## src/rtl/mem_arb_pkg.sv

```systemverilog
// Shared types and constants for the unified-memory arbiter.
// Covers FSM states, port ownership, wait-counter width and the legal LATENCY range.
package mem_arb_pkg;

  typedef enum logic [1:0] {
    IDLE,
    WAIT,
    ACCESS,
    DONE
  } state_t;

  typedef enum logic {
    OWN_I = 1'b0,
    OWN_D = 1'b1
  } owner_t;

  localparam int CNT_W = 4;

  localparam int LAT_MIN = 1;
  localparam int LAT_MAX = (1 << CNT_W) - 1;

  // One-hot grant encoding shared by the selector and the top.
  localparam logic [1:0] GRANT_I = 2'b01;
  localparam logic [1:0] GRANT_D = 2'b10;

  function automatic bit latency_ok(input int lat);
    return (lat >= LAT_MIN) && (lat <= LAT_MAX);
  endfunction

endpackage

```

## src/rtl/mem_arb_pick.sv

```systemverilog
// Grant selector for the I/D memory ports; produces a one-hot grant.
// MEM_ARB_RR_EN selects round-robin on collisions, otherwise D has fixed priority.
module mem_arb_pick
  import mem_arb_pkg::*;
(
  input  logic       i_req,
  input  logic       d_req,
  input  logic       last_grant,
  output logic [1:0] grant
);

`ifdef MEM_ARB_RR_EN
  // last_grant is 1 when D was the previous winner, so a collision goes to I.
  always_comb begin
    grant = '0;
    if (i_req && d_req) begin
      grant = last_grant ? GRANT_I : GRANT_D;
    end else if (d_req) begin
      grant = GRANT_D;
    end else if (i_req) begin
      grant = GRANT_I;
    end
  end
`else
  logic unused_last_grant;
  assign unused_last_grant = last_grant;

  always_comb begin
    grant = '0;
    if (d_req) begin
      grant = GRANT_D;
    end else if (i_req) begin
      grant = GRANT_I;
    end
  end
`endif

endmodule

```

## src/rtl/mem_arbiter.sv

```systemverilog
// Shares one single-port 16-bit memory between fetch (I) and memory-stage (D) ports,
// spending LATENCY cycles per access. Build with MEM_ARB_RR_EN for round-robin arbitration.
module mem_arbiter
  import mem_arb_pkg::*;
#(
  parameter int ADDR_WIDTH = 16,
  parameter int LATENCY    = 4
) (
  input  logic                  clk,
  input  logic                  rst,
  input  logic                  i_req,
  input  logic [ADDR_WIDTH-1:0] i_addr,
  output logic                  i_done,
  output logic [15:0]           i_rdata,
  input  logic                  d_req,
  input  logic                  d_wr,
  input  logic [ADDR_WIDTH-1:0] d_addr,
  input  logic [15:0]           d_wdata,
  output logic                  d_done,
  output logic [15:0]           d_rdata,
  output logic                  busy,
  output logic [ADDR_WIDTH-1:0] mem_addr,
  output logic [15:0]           mem_data_in,
  output logic                  mem_enable,
  output logic                  mem_wr,
  input  logic [15:0]           mem_data_out
);

  if (!latency_ok(LATENCY)) begin : g_latency_check
    $error("mem_arbiter: LATENCY must be in 1..15");
  end

  state_t                state;
  state_t                state_next;
  logic [CNT_W-1:0]      cnt;
  logic [CNT_W-1:0]      cnt_next;
  owner_t                owner;
  logic [ADDR_WIDTH-1:0] lat_addr;
  logic [15:0]           lat_wdata;
  logic                  lat_wr;
  logic [1:0]            grant;
  logic                  accept;
  logic                  last_grant_d;

  mem_arb_pick u_pick (
    .i_req      (i_req),
    .d_req      (d_req),
    .last_grant (last_grant_d),
    .grant      (grant)
  );

  assign accept = (state == IDLE) && (|grant);

`ifdef MEM_ARB_RR_EN
  owner_t last_grant;

  always_ff @(posedge clk) begin
    if (rst) begin
      last_grant <= OWN_I;
    end else if (accept) begin
      last_grant <= grant[1] ? OWN_D : OWN_I;
    end
  end

  assign last_grant_d = (last_grant == OWN_D);
`else
  assign last_grant_d = 1'b0;
`endif

  always_comb begin
    state_next = state;
    cnt_next   = cnt;
    case (state)
      IDLE: begin
        if (|grant) begin
          if (LATENCY == 1) begin
            state_next = ACCESS;
          end else begin
            state_next = WAIT;
            cnt_next   = CNT_W'(LATENCY - 2);
          end
        end
      end
      WAIT: begin
        if (cnt == '0) begin
          state_next = ACCESS;
        end else begin
          cnt_next = cnt - 1'b1;
        end
      end
      ACCESS:  state_next = DONE;
      DONE:    state_next = IDLE;
      default: state_next = IDLE;
    endcase
  end

  always_ff @(posedge clk) begin
    if (rst) begin
      state <= IDLE;
      cnt   <= '0;
    end else begin
      state <= state_next;
      cnt   <= cnt_next;
    end
  end

  // Request fields are captured at accept so requesters may change them mid-access.
  always_ff @(posedge clk) begin
    if (rst) begin
      owner     <= OWN_I;
      lat_addr  <= '0;
      lat_wdata <= '0;
      lat_wr    <= 1'b0;
    end else if (accept) begin
      owner     <= grant[1] ? OWN_D : OWN_I;
      lat_addr  <= grant[1] ? d_addr : i_addr;
      lat_wdata <= grant[1] ? d_wdata : 16'h0000;
      lat_wr    <= grant[1] & d_wr;
    end
  end

  always_ff @(posedge clk) begin
    if (rst) begin
      i_rdata <= '0;
      d_rdata <= '0;
    end else if ((state == ACCESS) && !lat_wr) begin
      if (owner == OWN_D) begin
        d_rdata <= mem_data_out;
      end else begin
        i_rdata <= mem_data_out;
      end
    end
  end

  // rst gating keeps the memory untouched while it loads its image.
  assign mem_enable  = (state == ACCESS) && !rst;
  assign mem_wr      = mem_enable && lat_wr;
  assign mem_addr    = {lat_addr[ADDR_WIDTH-1:1], 1'b0};
  assign mem_data_in = lat_wdata;

  assign i_done = (state == DONE) && (owner == OWN_I) && !rst;
  assign d_done = (state == DONE) && (owner == OWN_D) && !rst;
  assign busy   = (state != IDLE);

endmodule

```

## config.mk

```make
export PLATFORM = sky130hd
export DESIGN_NAME = mem_arbiter
export DESIGN_NICKNAME = d
export VERILOG_FILES = /design/src/rtl/mem_arb_pkg.sv /design/src/rtl/mem_arb_pick.sv /design/src/rtl/mem_arbiter.sv
export SDC_FILE = /design/constraint.sdc
export NUM_CORES = 1
export LEC_CHECK = 0
export ABC_AREA = 1
export CORE_MARGIN = 5
export CORE_UTILIZATION = 35
export CTS_BUF_LIST = sky130_fd_sc_hd__clkbuf_2 sky130_fd_sc_hd__clkbuf_4 sky130_fd_sc_hd__clkbuf_8
export CTS_CLUSTER_DIAMETER = 40
export CTS_CLUSTER_SIZE = 20
export DETAILED_ROUTE_END_ITERATION = 10
export HOLD_SLACK_MARGIN = 0.08
export PLACE_DENSITY_LB_ADDON = 0.25
export SLEW_MARGIN = 20
export SYNTH_ARGS = -nofsm -noshare
export SYNTH_HDL_FRONTEND = slang
export SYNTH_SLANG_ARGS = --single-unit
export TNS_END_PERCENT = 100
```

## constraint.sdc

```tcl
create_clock -name clk -period 1.75 [get_ports clk]
set_input_delay 0.175 -clock clk [delete_from_list [all_inputs] [get_ports clk]]
set_output_delay 0.175 -clock clk [all_outputs]
set_load 0.01 [all_outputs]
```

# Word-level counts from Yosys, hierarchy flattened
# Index checks and enable logic that the tools add are counted.
totals:
  ff_bits: 72
  inputBits: 69
  output_inout_bits: 69
op_classes:
  addsub: 1
  n_eq_ne: 6
  muxes: 11
  bitwise: 2
  reduce_logical: 19
op_table:
  columns: ["cell", "count"]
  rows:
  - ["16-bit 2-to-1 mux", 2]
  - ["1-bit logical AND", 8]
  - ["4-bit 2-to-1 mux", 2]
  - ["2-bit one-hot mux with 4 select lines", 1]
  - ["4-bit one-hot mux with 2 select lines", 1]
  - ["2-bit 2-to-1 mux", 3]
  - ["2-bit AND reduction", 3]
  - ["2-bit == test, second input constant", 2]
  - ["4-bit logical NOT", 1]
  - ["2-bit inequality test, second input constant", 2]
  - ["2-bit nonzero test", 2]
  - ["4-bit by 1-bit subtractor with 4-bit output, second input constant", 1]
  - ["3-bit AND reduction", 1]
  - ["2-bit by 1-bit == test with 1-bit output, second input constant", 1]
  - ["1-bit logical NOT", 2]
  - ["2-bit logical NOT", 1]
  - ["1-bit 2-to-1 mux", 2]
  - ["2-bit by 1-bit inequality test with 1-bit output, second input constant", 1]
  - ["2-bit OR reduction", 1]
  - ["1-bit bitwise AND", 1]
  - ["1-bit inverter", 1]

# Depth between registers and ports, before layout
# Gate-level depths: netlist of run 1.
logic_depth:
  word_depth: 5
  ltp_mapped: 8
  mapped_depth_nobuf: 8

# Hierarchy
# From an unflattened synthesis of run 1, not the netlist that was laid out.
hier_totals:
  hier_cells: 407
  area_unflattened_um2: 2936.6
modules_own_cells:
  columns: ["mod", "n_inst", "cells_per_inst", "area_each_um2", "seq_area_each_um2"]
  rows:
  - ["mem_arbiter", 1, 404, 2919.0, 1421.4]
  - ["mem_arb_pick", 1, 3, 17.5, 0.0]

# Least setup slack after synthesis of run 1
# No wires, ideal clock.
synth_timing:
  path_kind: "register -> register"
  start: "reg state[0]"
  end: "reg lat_addr[15]"
  setup_ps: 116
  arrival_time_ps: 1206
  required_time_ps: 1634
  setup_slack_ps: 429
  path_stages_with_launch: 9
  path_buffers: 1
  period_less_slack_ps: 1321
  cell_sequence: "dfxtp_1 inv_1 ha_1 inv_1 a21oi_4 inv_2 buf_6 nor2_1 nor2_1"
synth_between:
  elab_chain_cells: 2
synth_rtl:
  columns: ["item", "line", "rtl"]
  rows:
  - ["from (decl)", "mem_arbiter.sv:33", "state_t state;"]
  - ["from (signal assigned)", "mem_arbiter.sv:102", "state <= state_next;"]
  - ["2-bit logical NOT", "mem_arbiter.sv:52", "assign accept = (state == IDLE) && (|grant);"]
  - ["1-bit logical AND", "mem_arbiter.sv:52", null]
  - ["to (signal assigned)", "mem_arbiter.sv:116", "lat_addr <= grant[1] ? d_addr : i_addr;"]
  - ["to (decl)", "mem_arbiter.sv:38", "logic [ADDR_WIDTH-1:0] lat_addr;"]
# Every way passes these cells.
# A chain may end at the register's enable or synchronous reset.

# Worst setup path in the final report of run 1
layout_timing:
  start: "reg state[1]"
  end: "out busy"
layout_between:
  elab_chain_cells: 1
layout_rtl:
  columns: ["item", "line", "rtl"]
  rows:
  - ["2-bit nonzero test", "mem_arbiter.sv:143", "assign busy = (state != IDLE);"]
  - ["to (decl)", "mem_arbiter.sv:21", "output logic busy,"]
# Every way passes these cells.

==> results by group, run 1 <==
Floorplanning
  – I/O pin total: 138
  – Die X: around 100 um
  – Die ar.: 10,270 sq um
  – Die Ht: 101.3 um
  – Rows: 33
  – Initial Utilization: 35.71%
  – Core area: 8175 sq um

Final layout
  – Fraction of layout cells with a size suffix above 1: 6.273%
  – Footprint of the multi-input gates: 1180 sq um
  – Final instance area: 4542 sq um
  – Final #Nets: 611
  – FF/Latch Area: 1423 sq um
  – N_diodes: 0
  – Fillers: 776
  – Synthesis-to-finish area growth: 55.59%
  – Final core utilization: 55.56%

Setup path
  – Crit. Startpoint: state[1]$_SDFFE_PP0P_
  – Crit Path Class: reg -> out
  – Type of origin of the critical path: flip-flop
  – Critical Path AT: 1.43 ns
  – Slowest stage delay, CP: 0.38 ns
  – Crit path max fanout: 4
  – CP required: 1.57 ns
  – Crit path max-delay cell type: dfxtp_1
  – Critical Path Sink Type: primary output
  – Cells along the critical path: inv_1 > ha_1 > inv_2 > dlygate4sd2_1
  – Reg2reg start: state[1]$_SDFFE_PP0P_

Synth
  – Cell variety after synth: 22
  – Synth Cell Area: 2919 sq um
  – Syn_area_per_cell: 7.225 sq um
  – #FFs+latches synth: 71
  – Sequential area share after synthesis: about 50%
  – Mapped Cells: 404
  – Yosys warning total: 0
  – Syn_nets: approximately 480

Route
  – Met3 Wirelength: 698 um
  – Drt first-iter violations: 88
  – Top Metal Used: met4
  – DR WL met2: ~3700 um
  – Metal-1 WL: 3438 um
  – Antenna Nets Post-Route: 0
  – Routed wire length: 7901 um
  – DR pass1 iterations: 4
  – DRC: 0
  – Routed vias/inst: between 4 and 5
  – Vias after detailed routing: between 2,000 and 3,000
  – Avg WL per Cell: roughly 12 um

Global route
  – Pin count of the biggest net entering global routing: 34
  – Initial antenna violation count: 0
  – GRT Overall Usage: 15.60%
  – First-pass GRT wire length: 12,900 um
  – Number of global-route vias before repair: 2,732
  – Gr ovfl total: 0

Power
  – Leak: 1.828 nW
  – Power Internal: 3.918 mW
  – Psw: 2.165 mW
  – Comb pwr share: a little over two fifths
  – VDD IR max: 609.8 uV
  – Flop pwr share: between 30% and 40%
  – Clock power share: 21.1%
  – Sw Ratio: 35.59%
  – Pwr/cell area: around 1300 nW/um^2
  – Pwr Total: 6.083 mW

Status
  – Status: finished clean

Timing
  – Hold Slack: around 0.39 ns
  – Pins Over Slew Limit: 0
  – Final Hold Vio Count: 0
  – Setup_tns: 0 ns
  – Unrepaired setup endpoints after global routing: no
  – Final setup viols: 0
  – Skew final: 0.006550 ns
  – Peak Freq: 622.9 MHz
  – Final Cycle Share: approximately 92%
  – Fin crit period: 1.605 ns

Clock network
  – Setup Buffers After CTS: 0
  – CTS Buf Count: 9
  – CTS Buffer Depth: 2
  – H-Tree Depth: 3
  – # hold bufs at CTS: 0
  – CTS tree: built
  – CTS root buf: clkbuf_8
  – Clk sinks: 71
  – Worst skew pair latency: 0.33 ns
  – Clock transition at path regs: ~0.08 ns

Placement
  – Final Wtd Congestion: slightly below 0.8
  – Estimated wirelength of the detail-placed design: 5851 um
  – DP Area: roughly 4400 sq um
  – IO Port Bufs: 134

Flow run
  – Max-cap check violation count: 0

Hold path
  – HP Class: in -> reg
  – Hold_sp: d_wdata[12]
## metrics by stage
step	instances	setup WS [ns]
6_report	647	0.1445
3_5_place_dp	631	0.05651
2_1_floorplan	404	0.4286
5_1_grt	647	0.01767
3_3_place_gp	631	0.06705
4_1_cts	647	0.02257
## layout by cell type, fill, tap and decap left out
cell / netlist / layout
a21oi_1: 54 / 54
a21oi_4: 1 / 1
buf_12: 0 / 1
buf_4: 4 / 9
bufinv_16: 0 / 1
clkbuf_2: 1 / 1
clkbuf_8: 0 / 9
clkdlybuf4s50_1: 0 / 129
clkinv_1: 1 / 1
clkinv_2: 0 / 2
clkinv_4: 0 / 1
clkinvlp_4: 0 / 2
conb_1: 1 / 1
dfxtp_1: 71 / 70
dfxtp_2: 0 / 1
dlygate4sd2_1: 0 / 4
ha_1: 5 / 5
inv_1: 46 / 45
inv_2: 2 / 2
inv_4: 1 / 2
inv_6: 0 / 1
nand2_1: 101 / 101
nand3_1: 6 / 6
nand3_2: 1 / 1
nor2_1: 42 / 42
nor3_1: 3 / 3
o21ai_0: 41 / 41
o21ai_1: 6 / 6
## per-layer routing
metal / up-vias / global-route usage (%)
met1: 1264 / 19.12
met4: 0 / 5.215
met3: 9 / 5.234
li1: 1536 / -
met5: - / 0
met2: 88 / 25.70
## area by class of cell
class	count	share of cell area, %
flip-flops and latches	71	31.32
repair buffers	144	31.24
multi-input cells	261	25.98
inverters	50	4.242
well taps	105	2.893
clock buffers	9	2.727
clock inverters	7	1.598
## state kept, by name (all words and copies together) (netlist names)
| signal | flops |
|---|---|
| cnt | 4 |
| d_rdata | 16 |
| i_rdata | 16 |
| lat_addr | 15 |
| lat_wr | 1 |
| mem_data_in | 16 |
| owner | 1 |
| state | 2 |
## cell families (layout without fill, tap and decap cells)
logic type | after synthesis | in the layout | synth area share (%)
and+or+nand+nor | 153 | 153 | 20.27
AOI/OAI and AO/OA | 102 | 102 | 17.87
buffers and inverters | 72 | 210 | 10.89
DFF | 71 | 71 | 48.69
adders and majority gates | 5 | 5 | 2.143
other | 1 | 1 | 0.1285
## cells in the mapped netlist (all sizes together)
cell	count	area [sq um]
buf	13	92.58
dfxtp	71	1421
nor2	42	157.7
clkbuf	9	35.03
nor3	3	15.01
a21oi	55	286.5
nand2	101	379.1
clkinv	1	3.750
ha	5	62.56
nand3	7	40.04
inv	49	186.4
conb	1	3.750
o21ai	47	235.2
## repair_timing
action / in CTS / in global routing
cloned: 0 / 0
endpoints found under the hold margin: 0 / 0
gates resized for setup: 5 / 6
setup endpoints to repair: 5 / 35
## critical path, delay by kind of cell, from the launching register on
kind | cells | cell delay (ns)
fa+ha+maj | 1 | 0.23
buf+inv | 3 | 0.50
flops | 1 | 0.38
## power groups by stage
stage          registers [mW]  logic (mW)  clock network, mW
2_1_floorplan            2.45        1.26                  0
3_3_place_gp             2.28        2.52                  0
3_5_place_dp             2.30        2.57                  0
4_1_cts                  2.27        2.56               1.33
5_1_grt                  2.33        2.85               1.41
6_report                 2.27        2.53               1.29
## path summary, 6_finish.rpt
check,to,slack (ns),cells past startpoint
worst max-delay path,busy,0.14,4
worst min-delay path,mem_data_in[12]$_SDFFE_PP0P_,0.39,3
worst max register to register,lat_wr$_SDFFE_PP0P_,0.33,7
worst min register to register,i_rdata[14]$_SDFFE_PP0P_,0.44,2
(Power assumes the default switching activity.)
==> inputs of run 2 (changes only) <==
--- a/config.mk
+++ b/config.mk
@@ -12,6 +12,7 @@
 export CTS_CLUSTER_DIAMETER = 40
 export CTS_CLUSTER_SIZE = 20
 export DETAILED_ROUTE_END_ITERATION = 10
+export GPL_TIMING_DRIVEN = 0
 export HOLD_SLACK_MARGIN = 0.08
 export PLACE_DENSITY_LB_ADDON = 0.25
 export SLEW_MARGIN = 20
==> run 2 against run 1 <==
Net effect:
- wire length rose by 3.6%
- combinational power rose by 4%
- clock skew barely moved
==> results by group, run 2 (synthesized netlist as in run 1, its figures left out) <==
Setup path
  – Cells along the critical path: inv_1 > ha_1 > inv_1 > nor2_1 > dlygate4sd2_1 (was inv_1 > ha_1 > inv_2 > dlygate4sd2_1)
  – Reg2reg path depth: 6 (was 7)
  – CP required: 1.57 ns (about the same)
  – Slowest stage delay, CP: 0.36 ns (was 0.38 ns)
  – Most frequent CP cell: inv_1
  – Crit path max fanout: 3 (was 4)
  – Crit Path Class: reg -> out (unchanged)
  – Critical Path Sink Type: primary output (unchanged)
  – Top delay family on crit path: buffers and inverters (unchanged)
  – Crit path max-delay cell type: dfxtp_1 (unchanged)
  – Critical Path AT: 1.45 ns (was 1.43 ns)
  – Reg2reg start: state[0]$_SDFFE_PP0P_ (was state[1]$_SDFFE_PP0P_)
  – CP Buf/Inv Count: 3 (unchanged)
  – Type of origin of the critical path: flip-flop (unchanged)
  – R2r endpoint: d_rdata[10]$_SDFFE_PP0P_ (was lat_wr$_SDFFE_PP0P_)
  – Worst reg-to-reg setup slack: 0.17 ns (was 0.33 ns)
  – Worst path depth: 5 (was 4)

Route
  – Drt first-iter violations: 93 (was 88)
  – DR pass1 iterations: 6 (was 4)
  – Met3 Wirelength: 786 um (was 698 um)
  – Routed wire length: 8189 um (was 7901 um)
  – DR WL met2: 3699 um (was 3668 um)
  – Top Metal Used: met4 (unchanged)
  – DRC: 0 (unchanged)
  – Metal-1 WL: 3557 um (was 3438 um)
  – Avg WL per Cell: 12.46 um (was 12.21 um)
  – Vias after detailed routing: 2,928 (was 2,897)
  – Antenna Nets Post-Route: 0 (unchanged)
  – Routed vias/inst: 4.457 (was 4.478)

Placement
  – IO Port Bufs: 133 (was 134)
  – Pre-CTS setup slack: -0.1757 ns (was 0.05651 ns)
  – Estimated wirelength of the detail-placed design: 6365 um (was 5851 um)
  – Placed instance count: 642 (was 631)
  – Final Wtd Congestion: 0.7955 (was 0.7879)

Global route
  – Gr ovfl total: 0 (unchanged)
  – First-pass GRT wire length: 13,350 um (was 12,900 um)
  – GRT Overall Usage: 16.43% (was 15.60%)
  – Pin count of the biggest net entering global routing: 12 (was 34)
  – Number of global-route vias before repair: 2,898 (was 2,732)
  – Initial antenna violation count: 0 (unchanged)

Timing
  – Final setup viols: 0 (unchanged)
  – Pins Over Slew Limit: 0 (unchanged)
  – Final Cycle Share: 92.95% (was 91.74%)
  – Fin crit period: 1.627 ns (was 1.605 ns)
  – Setup_tns: 0 ns (unchanged)
  – Final Hold Vio Count: 0 (unchanged)
  – Skew final: 0.006456 ns (was 0.006550 ns)
  – Unrepaired setup endpoints after global routing: no (unchanged)
  – Peak Freq: 614.8 MHz (was 622.9 MHz)
  – Fin worst setup slack: 0.1233 ns (was 0.1445 ns)

Floorplanning
  – Initial Utilization: 35.71% (unchanged)
  – Die X: 101.3 um (unchanged)
  – I/O pin total: 138 (unchanged)
  – Rows: 33 (unchanged)
  – Die ar.: 10,270 sq um (unchanged)
  – Core area: 8175 sq um (unchanged)
  – Die Ht: 101.3 um (unchanged)

Flow run
  – Max-cap check violation count: 0 (unchanged)

Clock network
  – Clk sinks: 71 (unchanged)
  – CTS tree: built (unchanged)
  – # hold bufs at CTS: 0 (unchanged)
  – CTS Buf Count: 9 (unchanged)
  – CTS root buf: clkbuf_8 (unchanged)
  – Clock transition at path regs: 0.07 ns (was 0.08 ns)
  – CTS Buffer Depth: 2 (unchanged)
  – Worst skew pair latency: 0.33 ns (about the same)
  – H-Tree Depth: 3 (unchanged)

Hold path
  – Worst hold stages: 3 (unchanged)
  – Hold_sp: d_req (was d_wdata[12])
  – HP Class: in -> reg (unchanged)
  – Hold Crit Endpoint: owner$_SDFFE_PP0P_ (was mem_data_in[12]$_SDFFE_PP0P_)

Final layout
  – N_diodes: 0 (unchanged)
  – Most frequent cells in the layout: clkdlybuf4s50_1 (128), nand2_1 (101), dfxtp_1 (71) (was clkdlybuf4s50_1 (129), nand2_1 (101), dfxtp_1 (70))
  – Final #Nets: 622 (was 611)
  – Synthesis-to-finish area growth: 55.55% (was 55.59%)
  – Final std cells w/o fill: 657 (was 647)
  – Commonest non-fill, non-tap cell in the layout: clkdlybuf4s50_1 (unchanged)
  – Fraction of layout cells with a size suffix above 1: 6.522% (was 6.273%)
  – Fillers: 770 (was 776)

Power
  – VDD IR max: 687.8 uV (was 609.8 uV)
  – Pwr/cell area: 1323 nW/um^2 (was 1339 nW/um^2)
  – Leak: 1.833 nW (was 1.828 nW)

Status
  – Status: finished clean (unchanged)
run 2: worst max path at each step:
stage	endpoint	slack, ns	from
3_3_place_gp	mem_enable	-0.17	rst
3_5_place_dp	mem_enable	-0.18	rst
5_1_grt	mem_enable	0.01	state[0]$_SDFFE_PP0P_
2_1_floorplan	lat_addr[15]$_SDFFE_PP0P_	0.43	state[0]$_SDFFE_PP0P_
6_report	mem_enable	0.12	state[0]$_SDFFE_PP0P_
4_1_cts	busy	0.05	state[0]$_SDFFE_PP0P_
run 2: power by group:
part / internal (mW) / leakage, nW / switching [mW] / total, mW
Sequential: 2.04 / 0.581 / 0.224 / 2.27
Clock: 0.554 / 0.0884 / 0.568 / 1.12
Combinational: 1.27 / 1.16 / 1.35 / 2.62
Total: 3.87 / 1.83 / 2.14 / 6.01
run 2: metrics by stage:
| step | total power, mW | hold WS (ns) | instance area [sq um] | util, % |
|---|---|---|---|---|
| 5_1_grt | 6.503 | 0.2315 | 4541 | 55.54 |
| 6_report | 6.007 | 0.2012 | 4541 | 55.54 |
| 3_3_place_gp | 4.900 | 0.4327 | 4382 | 53.60 |
| 2_1_floorplan | 3.706 | 0.3224 | 2919 | - |
| 4_1_cts | 6.093 | 0.1816 | 4544 | 55.59 |
| 3_5_place_dp | 4.959 | 0.4367 | 4382 | 53.60 |
run 2: per-layer routing:
metal | GRT usage (%) | vias up
met3 | 5.647 | 9
li1 | - | 1549
met5 | 0 | -
met4 | 6.544 | 0
met2 | 25.86 | 109
met1 | 20.65 | 1261
run 2: layout make-up:
cell class	count	area [sq um]	area share, %
clock buffer	11	145.1	3.196
buffer	22	128.9	2.838
sequential	71	1421	31.30
inverter	50	190.2	4.188
multi-input combinational	261	1180	25.99
tap	105	131.4	2.893
timing repair buffer	133	1321	29.10
clock inverter	4	22.52	0.4960
run 2: worst reg2reg max path: stages, from the launching register on:
cell      delay [ns]
dfxtp_1         0.36
inv_1           0.09
ha_1            0.23
nand3_1         0.18
clkbuf_1        0.36
o21ai_0         0.16
a21oi_1         0.14
run 2: what timing repair did:
action | CTS | global route
buffers inserted | 0 | 0
resized for setup | 6 | 4
endpoints found under the setup margin | 5 | 2
pin swaps | 0 | 0
==> inputs of run 3 (changes only) <==
--- a/config.mk
+++ b/config.mk
@@ -7,11 +7,12 @@
 export LEC_CHECK = 0
 export ABC_AREA = 1
 export CORE_MARGIN = 5
-export CORE_UTILIZATION = 35
+export CORE_UTILIZATION = 42
 export CTS_BUF_LIST = sky130_fd_sc_hd__clkbuf_2 sky130_fd_sc_hd__clkbuf_4 sky130_fd_sc_hd__clkbuf_8
 export CTS_CLUSTER_DIAMETER = 40
 export CTS_CLUSTER_SIZE = 20
 export DETAILED_ROUTE_END_ITERATION = 10
+export GPL_ROUTABILITY_DRIVEN = 0
 export GPL_TIMING_DRIVEN = 0
 export HOLD_SLACK_MARGIN = 0.08
 export PLACE_DENSITY_LB_ADDON = 0.25
==> run 3 against run 2 <==
Net effect:
- critical path depth shrank 1
- sequential power is essentially flat
- cell count shrank 1.2%
- register-to-register slack lost 0.03 ns
- critical endpoint is now busy
- worst setup slack lost 0.0077 ns
- wire length grew 0.29%
==> results by group, run 3 (synthesized netlist as in run 1, its figures left out) <==
Status
  – Status: finished clean (unchanged)

Floorplanning
  – Core area: 6794 sq um (was 8175 sq um)
  – Initial Utilization: 42.97% (was 35.71%)
  – Die ar.: 8717 sq um (was 10,270 sq um)
  – Rows: 30 (was 33)
  – I/O pin total: 138 (unchanged)
  – Die Ht: 93.37 um (was 101.3 um)
  – Die X: 93.37 um (was 101.3 um)

Placement
  – IO Port Bufs: 133 (unchanged)
  – Estimated wirelength of the detail-placed design: 6362 um (was 6365 um)
  – Pre-CTS setup slack: -0.1508 ns (was -0.1757 ns)
  – DP Area: 4370 sq um (was 4382 sq um)

Power
  – Leak: 1.875 nW (was 1.833 nW)
  – Pwr/cell area: 1416 nW/um^2 (was 1323 nW/um^2)
  – Clock power share: 25.0% (was 18.7%)
  – VDD IR max: 821.9 uV (was 687.8 uV)
  – Power Internal: 4.342 mW (was 3.868 mW)
  – Psw: 2.197 mW (was 2.139 mW)
  – Comb pwr share: 40.4% (was 43.6%)
  – Flop pwr share: 34.7% (was 37.8%)
  – Sw Ratio: 33.60% (was 35.60%)

Route
  – Routed wire length: 8213 um (was 8189 um)
  – DRC: 0 (unchanged)
  – Avg WL per Cell: 12.65 um (was 12.46 um)
  – Vias after detailed routing: 3,012 (was 2,928)
  – Antenna Nets Post-Route: 0 (unchanged)
  – Routed vias/inst: 4.641 (was 4.457)
  – Drt first-iter violations: 106 (was 93)
  – DR pass1 iterations: 4 (was 6)

Clock network
  – CTS root buf: clkbuf_8 (unchanged)
  – Clk sinks: 71 (unchanged)
  – Worst skew pair latency: 0.33 ns (about the same)
  – # hold bufs at CTS: 0 (unchanged)
  – Setup Buffers After CTS: 0 (unchanged)
  – CTS Buf Count: 9 (unchanged)
  – CTS resizes: 6 (unchanged)
  – Clock transition at path regs: 0.07 ns (about the same)
  – H-Tree Depth: 3 (unchanged)
  – CTS Buffer Depth: 2 (unchanged)
  – CTS tree: built (unchanged)

Final layout
  – Most frequent cells in the layout: clkdlybuf4s50_1 (128), nand2_1 (101), dfxtp_1 (71) (unchanged)
  – Final #Nets: 622 (unchanged)
  – Final instance area: 4618 sq um (was 4541 sq um)
  – Synthesis-to-finish area growth: 58.21% (was 55.55%)
  – N_diodes: 0 (unchanged)
  – Fraction of layout cells with a size suffix above 1: 6.510% (was 6.522%)
  – Commonest non-fill, non-tap cell in the layout: clkdlybuf4s50_1 (unchanged)

Hold path
  – HP Class: in -> reg (unchanged)

Timing
  – Setup_tns: 0 ns (unchanged)
  – Unrepaired setup endpoints after global routing: no (unchanged)
  – Final setup viols: 0 (unchanged)
  – Hold Slack: 0.2128 ns (was 0.2012 ns)
  – Pins Over Slew Limit: 0 (unchanged)
  – Final Hold Vio Count: 0 (unchanged)
  – Skew final: 0.008166 ns (was 0.006456 ns)
  – Fin worst setup slack: 0.1156 ns (was 0.1233 ns)
  – Fin crit period: 1.634 ns (was 1.627 ns)
  – Final Cycle Share: 93.39% (was 92.95%)
  – Peak Freq: 611.9 MHz (was 614.8 MHz)

Global route
  – First-pass GRT wire length: 13,300 um (was 13,350 um)
  – Gr ovfl total: 0 (unchanged)
  – Initial antenna violation count: 0 (unchanged)
  – Pin count of the biggest net entering global routing: 13 (was 12)
  – GRT Overall Usage: 18.81% (was 16.43%)
  – Number of global-route vias before repair: 3,002 (was 2,898)

Setup path
  – Type of origin of the critical path: flip-flop (unchanged)
  – Critical Path AT: 1.46 ns (was 1.45 ns)
  – Crit Path Class: reg -> out (unchanged)
  – Critical Path Sink Type: primary output (unchanged)
  – CP required: 1.57 ns (about the same)
  – Crit path max fanout: 4 (was 3)

Flow run
  – Max-cap check violation count: 0 (unchanged)
==> run 3: worst paths after layout <==
| kind | from | endpoint | slack [ns] | depth (start not counted) |
|---|---|---|---|---|
| setup / recovery | state[0]$_SDFFE_PP0P_ | busy | 0.12 | 4 |
| hold / removal | d_req | owner$_SDFFE_PP0P_ | 0.21 | 3 |
| setup reg to reg | state[0]$_SDFFE_PP0P_ | d_rdata[7]$_SDFFE_PP0P_ | 0.14 | 6 |
| hold reg to reg | i_rdata[15]$_SDFFE_PP0P_ | i_rdata[15]$_SDFFE_PP0P_ | 0.45 | 2 |
==> run 3: critical path: stages (launching register included) <==
cell	delay, ns
dfxtp_1	0.36
inv_1	0.09
ha_1	0.24
inv_1	0.15
clkdlybuf4s15_1	0.29
==> run 3: through the flow <==
stage                     instances  power, mW  utilization, %
after floorplan                 404      3.706               -
after global placement          633      4.884           64.33
after detailed placement        633      4.959           64.33
after CTS                       649      6.587           68.01
after global routing            649      6.978           67.97
final                           649      6.539           67.97
==> run 3: area by class of cell <==
class	instances	area, sq um
Buffer	22	128.9
Clock buffer	11	151.4
Clock inverter	5	103.9
Fill cell	586	2176
Inverter	50	190.2
Multi-Input combinational cell	261	1180
Sequential cell	71	1421
Tap cell	96	120.1
Timing Repair Buffer	133	1323
==> run 3: routing by layer <==
metal,wire [um],vias to the layer above,global-route usage (%)
met5,0,-,0
met4,128,0,7.082
met3,801,11,7.080
met2,3987,107,32.70
met1,3295,1341,20.70
li1,-,1553,-
==> run 3: power by group through the flow <==
stage	Combinational [mW]	Clock, mW	Sequential, mW
floorplan	1.26	0	2.45
global placement	2.60	0	2.28
detailed placement	2.66	0	2.30
CTS	2.66	1.66	2.27
global route	2.93	1.73	2.32
finish	2.64	1.63	2.27
